File: src/rtl/dc_cal_ctrl_pkg.sv
// dc_cal_ctrl_pkg: shared types and constants for the DC calibration loop.
// LFSR_LEN sets the default window length when not supplied by the build.
`ifndef LFSR_LEN
`define LFSR_LEN 4
`endif

package dc_cal_ctrl_pkg;

    localparam int DC_W = 18;
    localparam int WIN_LOG2_DEF = `LFSR_LEN;

    localparam logic signed [DC_W:0] DC_MAX = 19'sd131071;
    localparam logic signed [DC_W:0] DC_MIN = -19'sd131072;

    typedef enum logic [2:0] {
        S_IDLE,
        S_CLEAR,
        S_ACCUM,
        S_SETTLE,
        S_UPDATE,
        S_DONE,
        S_TRACK
    } cal_state_t;

    // Most negative code has no positive magnitude, so it never counts as good.
    function automatic logic in_tol(
        input logic signed [DC_W-1:0] a,
        input int tol
    );
        int v;
        v = int'(a);
        return (v != -131072) && (v <= tol) && (v >= -tol);
    endfunction

endpackage

File: src/rtl/dc_cal_ctrl_if.sv
// dc_cal_ctrl_if: strobe, control, error input and result bundle.
// master drives the loop, slave is the calibration controller.
interface dc_cal_ctrl_if;
    import dc_cal_ctrl_pkg::*;

    logic                   clk_en;
    logic                   start;
    logic                   abort;
    logic signed [DC_W-1:0] acc_dc_err;
    logic                   err_hold;
    logic signed [DC_W-1:0] dc_corr;
    logic                   busy;
    logic                   done;
    logic                   converged;
    logic                   timeout;
    logic [7:0]             iter_count;

    modport master (
        output clk_en, start, abort, acc_dc_err,
        input  err_hold, dc_corr, busy, done,
        input  converged, timeout, iter_count
    );

    modport slave (
        input  clk_en, start, abort, acc_dc_err,
        output err_hold, dc_corr, busy, done,
        output converged, timeout, iter_count
    );

endinterface

File: src/rtl/dc_cal_ctrl_dc_sat_step.sv
// dc_sat_step: nxt = sat18(cur - (acc >>> SHIFT)), evaluated at 19 bits.
// Reusable by any loop controller with a shifted-step update law.
module dc_sat_step
    import dc_cal_ctrl_pkg::*;
#(
    parameter int SHIFT = 2
) (
    input  logic signed [DC_W-1:0] cur,
    input  logic signed [DC_W-1:0] acc,
    output logic signed [DC_W-1:0] nxt
);

    logic signed [DC_W:0] cur_x;
    logic signed [DC_W:0] acc_x;
    logic signed [DC_W:0] step;
    logic signed [DC_W:0] diff;

    // Widen by one bit so the subtract cannot wrap, then clamp.
    always_comb begin
        cur_x = {cur[DC_W-1], cur};
        acc_x = {acc[DC_W-1], acc};
        step  = acc_x >>> SHIFT;
        diff  = cur_x - step;
        if (diff > DC_MAX)
            nxt = DC_MAX[DC_W-1:0];
        else if (diff < DC_MIN)
            nxt = DC_MIN[DC_W-1:0];
        else
            nxt = diff[DC_W-1:0];
    end

endmodule

File: src/rtl/dc_cal_ctrl.sv
// dc_cal_ctrl: windowed DC offset calibration loop controller.
// Build option DC_CAL_TRACK_EN keeps the loop tracking after convergence.
module dc_cal_ctrl
    import dc_cal_ctrl_pkg::*;
#(
    parameter int WIN_LOG2     = WIN_LOG2_DEF,
    parameter int MU_SHIFT     = 2,
    parameter int TOL          = 16,
    parameter int CONV_WINDOWS = 3,
    parameter int MAX_ITER     = 64
) (
    input logic         clk,
    input logic         reset,
    dc_cal_ctrl_if.slave cal
);

    localparam logic [WIN_LOG2-1:0] WIN_LAST = '1;
    localparam logic [7:0] CONV_N = 8'(CONV_WINDOWS);
    localparam logic [7:0] ITER_N = 8'(MAX_ITER);

    cal_state_t             state;
    logic [WIN_LOG2-1:0]    win_cnt;
    logic [7:0]             conv_cnt;
    logic [7:0]             conv_nxt;
    logic [7:0]             iter_q;
    logic [7:0]             iter_nxt;
    logic signed [DC_W-1:0] corr_q;
    logic signed [DC_W-1:0] corr_nxt;
    logic                   good;
    logic                   hold_q;
    logic                   busy_q;
    logic                   done_q;
    logic                   conv_q;
    logic                   tout_q;
`ifdef DC_CAL_TRACK_EN
    logic                   trk_q;
`endif

    dc_sat_step #(.SHIFT(MU_SHIFT)) u_step (
        .cur (corr_q),
        .acc (cal.acc_dc_err),
        .nxt (corr_nxt)
    );

    // Counts for the window being closed by the current UPDATE.
    always_comb begin
        good     = in_tol(cal.acc_dc_err, TOL);
        iter_nxt = iter_q + 8'd1;
        conv_nxt = good ? conv_cnt + 8'd1 : 8'd0;
`ifdef DC_CAL_TRACK_EN
        if (trk_q && iter_q == 8'hFF)
            iter_nxt = iter_q;
        if (trk_q && good && conv_cnt == CONV_N)
            conv_nxt = conv_cnt;
`endif
    end

    // Calibration sequencer with registered outputs; abort overrides all.
    always_ff @(posedge clk or posedge reset) begin
        if (reset) begin
            state    <= S_IDLE;
            win_cnt  <= '0;
            conv_cnt <= '0;
            iter_q   <= '0;
            corr_q   <= '0;
            hold_q   <= 1'b0;
            busy_q   <= 1'b0;
            done_q   <= 1'b0;
            conv_q   <= 1'b0;
            tout_q   <= 1'b0;
`ifdef DC_CAL_TRACK_EN
            trk_q    <= 1'b0;
`endif
        end else begin
            hold_q <= 1'b0;
            if (cal.abort && busy_q) begin
                hold_q <= 1'b1;
                busy_q <= 1'b0;
                done_q <= 1'b0;
                conv_q <= 1'b0;
                tout_q <= 1'b0;
                state  <= S_IDLE;
`ifdef DC_CAL_TRACK_EN
                trk_q  <= 1'b0;
`endif
            end else begin
                unique case (state)
                    S_IDLE, S_DONE: begin
                        if (cal.start && !cal.abort) begin
                            iter_q   <= '0;
                            conv_cnt <= '0;
                            done_q   <= 1'b0;
                            conv_q   <= 1'b0;
                            tout_q   <= 1'b0;
                            hold_q   <= 1'b1;
                            busy_q   <= 1'b1;
                            state    <= S_CLEAR;
                        end
                    end
                    S_CLEAR: begin
                        win_cnt <= '0;
                        state   <= S_ACCUM;
                    end
`ifdef DC_CAL_TRACK_EN
                    S_TRACK: begin
                        win_cnt <= '0;
                        state   <= S_ACCUM;
                    end
`endif
                    S_ACCUM: begin
                        if (cal.clk_en) begin
                            if (win_cnt == WIN_LAST)
                                state <= S_SETTLE;
                            else
                                win_cnt <= win_cnt + 1'b1;
                        end
                    end
                    S_SETTLE: begin
                        if (cal.clk_en)
                            state <= S_UPDATE;
                    end
                    S_UPDATE: begin
                        corr_q   <= corr_nxt;
                        iter_q   <= iter_nxt;
                        conv_cnt <= conv_nxt;
`ifdef DC_CAL_TRACK_EN
                        if (trk_q || conv_nxt == CONV_N) begin
                            trk_q  <= 1'b1;
                            done_q <= 1'b1;
                            conv_q <= (conv_nxt == CONV_N);
                            hold_q <= 1'b1;
                            state  <= S_TRACK;
                        end else
`else
                        if (conv_nxt == CONV_N) begin
                            conv_q <= 1'b1;
                            done_q <= 1'b1;
                            busy_q <= 1'b0;
                            state  <= S_DONE;
                        end else
`endif
                        if (iter_nxt == ITER_N) begin
                            tout_q <= 1'b1;
                            done_q <= 1'b1;
                            busy_q <= 1'b0;
                            state  <= S_DONE;
                        end else begin
                            hold_q <= 1'b1;
                            state  <= S_CLEAR;
                        end
                    end
                    default: state <= S_IDLE;
                endcase
            end
        end
    end

    assign cal.err_hold   = hold_q;
    assign cal.dc_corr    = corr_q;
    assign cal.busy       = busy_q;
    assign cal.done       = done_q;
    assign cal.converged  = conv_q;
    assign cal.timeout    = tout_q;
    assign cal.iter_count = iter_q;

endmodule

File: src/flat_wrapper.sv
// flat-port wrapper written by rule: the top's interface ports become plain ports
module dc_cal_ctrl_flat import dc_cal_ctrl_pkg::*;
#(
    parameter int WIN_LOG2     = WIN_LOG2_DEF,
    parameter int MU_SHIFT     = 2,
    parameter int TOL          = 16,
    parameter int CONV_WINDOWS = 3,
    parameter int MAX_ITER     = 64
)
  (clk, reset, cal_clk_en, cal_start, cal_abort, cal_acc_dc_err, cal_err_hold, cal_dc_corr, cal_busy, cal_done, cal_converged, cal_timeout, cal_iter_count);
  dc_cal_ctrl_if cal_i ();
  input logic clk;
  input logic reset;
  input wire logic [$bits(cal_i.clk_en)-1:0] cal_clk_en;
  input wire logic [$bits(cal_i.start)-1:0] cal_start;
  input wire logic [$bits(cal_i.abort)-1:0] cal_abort;
  input wire logic [$bits(cal_i.acc_dc_err)-1:0] cal_acc_dc_err;
  output wire logic [$bits(cal_i.err_hold)-1:0] cal_err_hold;
  output wire logic [$bits(cal_i.dc_corr)-1:0] cal_dc_corr;
  output wire logic [$bits(cal_i.busy)-1:0] cal_busy;
  output wire logic [$bits(cal_i.done)-1:0] cal_done;
  output wire logic [$bits(cal_i.converged)-1:0] cal_converged;
  output wire logic [$bits(cal_i.timeout)-1:0] cal_timeout;
  output wire logic [$bits(cal_i.iter_count)-1:0] cal_iter_count;
  assign cal_i.clk_en = cal_clk_en;
  assign cal_i.start = cal_start;
  assign cal_i.abort = cal_abort;
  assign cal_i.acc_dc_err = cal_acc_dc_err;
  assign cal_err_hold = cal_i.err_hold;
  assign cal_dc_corr = cal_i.dc_corr;
  assign cal_busy = cal_i.busy;
  assign cal_done = cal_i.done;
  assign cal_converged = cal_i.converged;
  assign cal_timeout = cal_i.timeout;
  assign cal_iter_count = cal_i.iter_count;
  dc_cal_ctrl #(.WIN_LOG2(WIN_LOG2), .MU_SHIFT(MU_SHIFT), .TOL(TOL), .CONV_WINDOWS(CONV_WINDOWS), .MAX_ITER(MAX_ITER)) u_core (.clk(clk), .reset(reset), .cal(cal_i));
endmodule
File: config.mk
export PLATFORM = sky130hd
export DESIGN_NAME = dc_cal_ctrl_flat
export DESIGN_NICKNAME = d
export VERILOG_FILES = /design/src/rtl/dc_cal_ctrl_pkg.sv /design/src/rtl/dc_cal_ctrl_if.sv /design/src/rtl/dc_cal_ctrl_dc_sat_step.sv /design/src/rtl/dc_cal_ctrl.sv /design/src/flat_wrapper.sv
export SDC_FILE = /design/constraint.sdc
export NUM_CORES = 1
export LEC_CHECK = 0
export CORE_MARGIN = 2
export CORE_UTILIZATION = 51
export CTS_CLUSTER_DIAMETER = 80
export CTS_CLUSTER_SIZE = 25
export DETAILED_ROUTE_END_ITERATION = 8
export PLACE_DENSITY = 0.76
export SLEW_MARGIN = 5
export SYNTH_ARGS = -nofsm -noshare
export SYNTH_HDL_FRONTEND = slang
export SYNTH_SLANG_ARGS = --single-unit
File: constraint.sdc
create_clock -name clk -period 2.95 [get_ports clk]
set_input_delay 0.59 -clock clk [delete_from_list [all_inputs] [get_ports clk]]
set_output_delay 0.59 -clock clk [all_outputs]
set_load 0.005 [all_outputs]
==> impl_metrics.ini <==
[sta]
period_minus_slack_ns = 2.94
tightest_slew_ns = 0.792
skew_ns = 0.0152
setup_viol = 0
max_freq_mhz = 340
slew_viol_final = 0
fin_crit_sh = 0.996
hold_viol = 0
setup_tns_ns = 0
max_slew_margin = 0.470

[clock_network]
ctsHoldBuffers = 0
clock_latency_ns = 0.31
cts_tree = yes
htree_levels = 2
cts_made_buffers = 5
clk_pin_slew_ns = 0.10
cts_max_path_buffers = 2
cts-root-buf = clkbuf_8
clkSinkCount = 46

[critical_path]
crit_fanout = 4
r2r_start = u_core.cal.dc_corr[14]$_DFFE_PP0P_
cp_slowest_stage_delay_ns = 0.50
r2r_slack_ns = 0.29
cp.required_ns = 3.18
worstRegToRegCells = 9
path_cells = clkdlybuf4s50_1 > inv_1 > ha_4 > nand4_1 > nor4_2 > or3_4 > buf_4 > mux2i_4 > o211ai_1 > maj3_1 > o21ai_1
cp-end-kind = flip-flop
cp-start-kind = primary input
r2r_end = u_core.cal.dc_corr[0]$_DFFE_PP0P_
path_class = in -> reg
arrival_ns = 3.17
crit_slowest_cell = clkdlybuf4s50_1

[run_status]
status = completed

[route]
totalWireLength_um = 10500
drtIter0Drc = 238
final_antenna_net_count = 0
wl_per_cell_um = 16.8
drcViolationCount = 0
firstDrtPassIters = 5
viasPerCell = 5.94
via_count = 3724

[synthesis]
synth_edf_count = 0
yosysWarningCount = 0
syn-num-nets = 468
netlist_instances = 423
synthFlopType = dfrtp_1
ys_types = 66
yosys_register_bits = 46
syn-cell-area_um2 = 3510
seq_area_frac_synth = 0.328
syn_area_per_cell_um2 = 8.31
async_reset_ff_frac = 1.00

[die]
rows = 30
boundaryPins = 54
die_w_um = 87
fp.dieH_um = 87
core-area_um2 = 6720
dieArea_um2 = 7570
start_util = 0.523

[placed_design]
portBuffers = 53
placed_area_um2 = 4640
place.gp.congestion = 0.957
dp.final_hpwl_um = 7770

[min_path]
min_from = u_core.win_cnt[0]$_DFFE_PP0P_
holdPathEnd = u_core.win_cnt[0]$_DFFE_PP0P_
worstHoldPathType = reg -> reg
whs_path_depth = 1

[grt]
grt_max_degree = 33
antenna_found_initial = 0
grt_util_all_layers = 0.267
grt_pass1_vias = 3397
grt-ovfl-total = 0
grt_pass1_wl_um = 16100

[finish]
multi_input_comb_area_um2 = 2350
nNetsFinal = 591
syn2layout_area_growth_pct = 41.4
final_cell_area_um2 = 4970
diodes = 0
fillers = 511
drive_above_1_share = 0.227
seqCellArea_um2 = 1150

[run]
max_cap_viol_count = 0

[power]
powerDensity_nw_per_um2 = 898
ir_drop_v = 0.000487
p_leak_nw = 2.27
## worst max path at each step
stage | slack [ns] | endpoint | depth (start not counted) | start
after detailed placement | -0.43 | u_core.cal.dc_corr[0]$_DFFE_PP0P_ | 11 | cal_acc_dc_err[16]
final | 0.01 | u_core.cal.dc_corr[1]$_DFFE_PP0P_ | 11 | cal_acc_dc_err[13]
after global placement | -0.37 | u_core.cal.dc_corr[0]$_DFFE_PP0P_ | 11 | cal_acc_dc_err[16]
after CTS | 0.01 | u_core.cal.dc_corr[1]$_DFFE_PP0P_ | 10 | cal_acc_dc_err[2]
after floorplan | 0.15 | u_core.cal.dc_corr[1]$_DFFE_PP0P_ | 9 | cal_acc_dc_err[2]
after global routing | -0.09 | u_core.cal.dc_corr[1]$_DFFE_PP0P_ | 11 | cal_acc_dc_err[13]
## cell type report
| type | count | area share |
|---|---|---|
| Clock inverter | 3 | 0.00479 |
| Clock buffer | 5 | 0.0139 |
| Timing Repair Buffer | 132 | 0.236 |
| Sequential cell | 46 | 0.232 |
| Multi-Input combinational cell | 334 | 0.473 |
| Inverter | 27 | 0.0204 |
| Tap cell | 80 | 0.0202 |
## layout by cell type (no fill, tap or decap), types with 6 or more instances in the layout
master / instances
a21o_1: 10
a21oi_1: 28
a22o_1: 6
and2_1: 6
buf_4: 75
clkdlybuf4s50_1: 47
dfrtp_1: 46
ha_1: 13
ha_4: 6
inv_1: 25
nand2_1: 52
nand3_1: 10
nand4_1: 12
nor2_1: 27
o21ai_0: 26
o21ai_1: 15
or3_1: 7
xnor2_1: 9
xor2_1: 6
## sequential cells by signal, summed over array words and instances (netlist names)
name                   flops
u_core.cal.busy            1
u_core.cal.converged       1
u_core.cal.err_hold        1
u_core.cal.timeout         1
u_core.cal.iter_count      8
u_core.conv_cnt            8
u_core.win_cnt             4
u_core.state               3
u_core.cal.done            1
u_core.cal.dc_corr        18
## cells in the mapped netlist (8+ instances only)
master / n / share of area
o21ai_1: 12 / 0.017
dfrtp_1: 46 / 0.33
or3_1: 8 / 0.014
a21o_1: 10 / 0.021
inv_1: 27 / 0.029
nand3_1: 11 / 0.016
nand2_1: 52 / 0.056
ha_1: 21 / 0.075
nand4_1: 12 / 0.021
nor2_1: 27 / 0.029
a21oi_1: 33 / 0.047
o21ai_0: 29 / 0.041
xnor2_1: 9 / 0.022
## what timing repair did
action / 4_1_cts / 5_1_grt
resized for setup: 9 / 29
buffers inserted: 0 / 2
gates cloned: 0 / 1
endpoints found under the setup margin: 17 / 17
pin swaps: 4 / 12
## cells by family after synthesis
logic type               count (synthesis)  share of synthesized area
buffers and inverters                   43                     0.0531
flip-flops                              46                      0.328
adder cells (fa/ha/maj)                 24                     0.0865
AO/OA/AOI/OAI                          147                      0.286
AND/OR/NAND/NOR                        147                      0.206
multiplexers                             1                    0.00285
XOR/XNOR                                15                     0.0374
## routing by layer
layer  GRT usage  share of wire  up-vias
met4      0.0739          0.019        0
li1            -              -     1801
met1       0.370           0.44     1795
met2       0.441           0.50      107
met3      0.0313          0.033       21
met5           0              0        -
## critical path, delay by kind of cell
kind | cells | cell delay [ns]
buf+inv | 3 | 0.70
simple gates | 3 | 0.67
compound gates | 2 | 0.31
fa+ha+maj | 2 | 0.68
mux | 1 | 0.22
## report_power, final
part | internal [mW] | switching (mW) | leakage (nW) | total (mW)
combinational | 1.58 | 1.43 | 1.62 | 3.01
sequential | 0.798 | 0.250 | 0.609 | 1.05
clock | 0.170 | 0.235 | 0.0408 | 0.404
total | 2.54 | 1.92 | 2.27 | 4.46
## through the flow
stage	instances	setup slack, ns	power (mW)	hold WS, ns	utilization
CTS	624	0.0107	4.20	0.539	0.712
global route	627	-0.0905	4.79	0.558	0.739
detailed placement	616	-0.432	3.72	0.512	0.691
floorplan	423	0.154	2.52	0.479	-
global placement	616	-0.368	3.64	0.504	0.691
finish	627	0.0118	4.46	0.533	0.739
(Power assumes the default switching activity.)
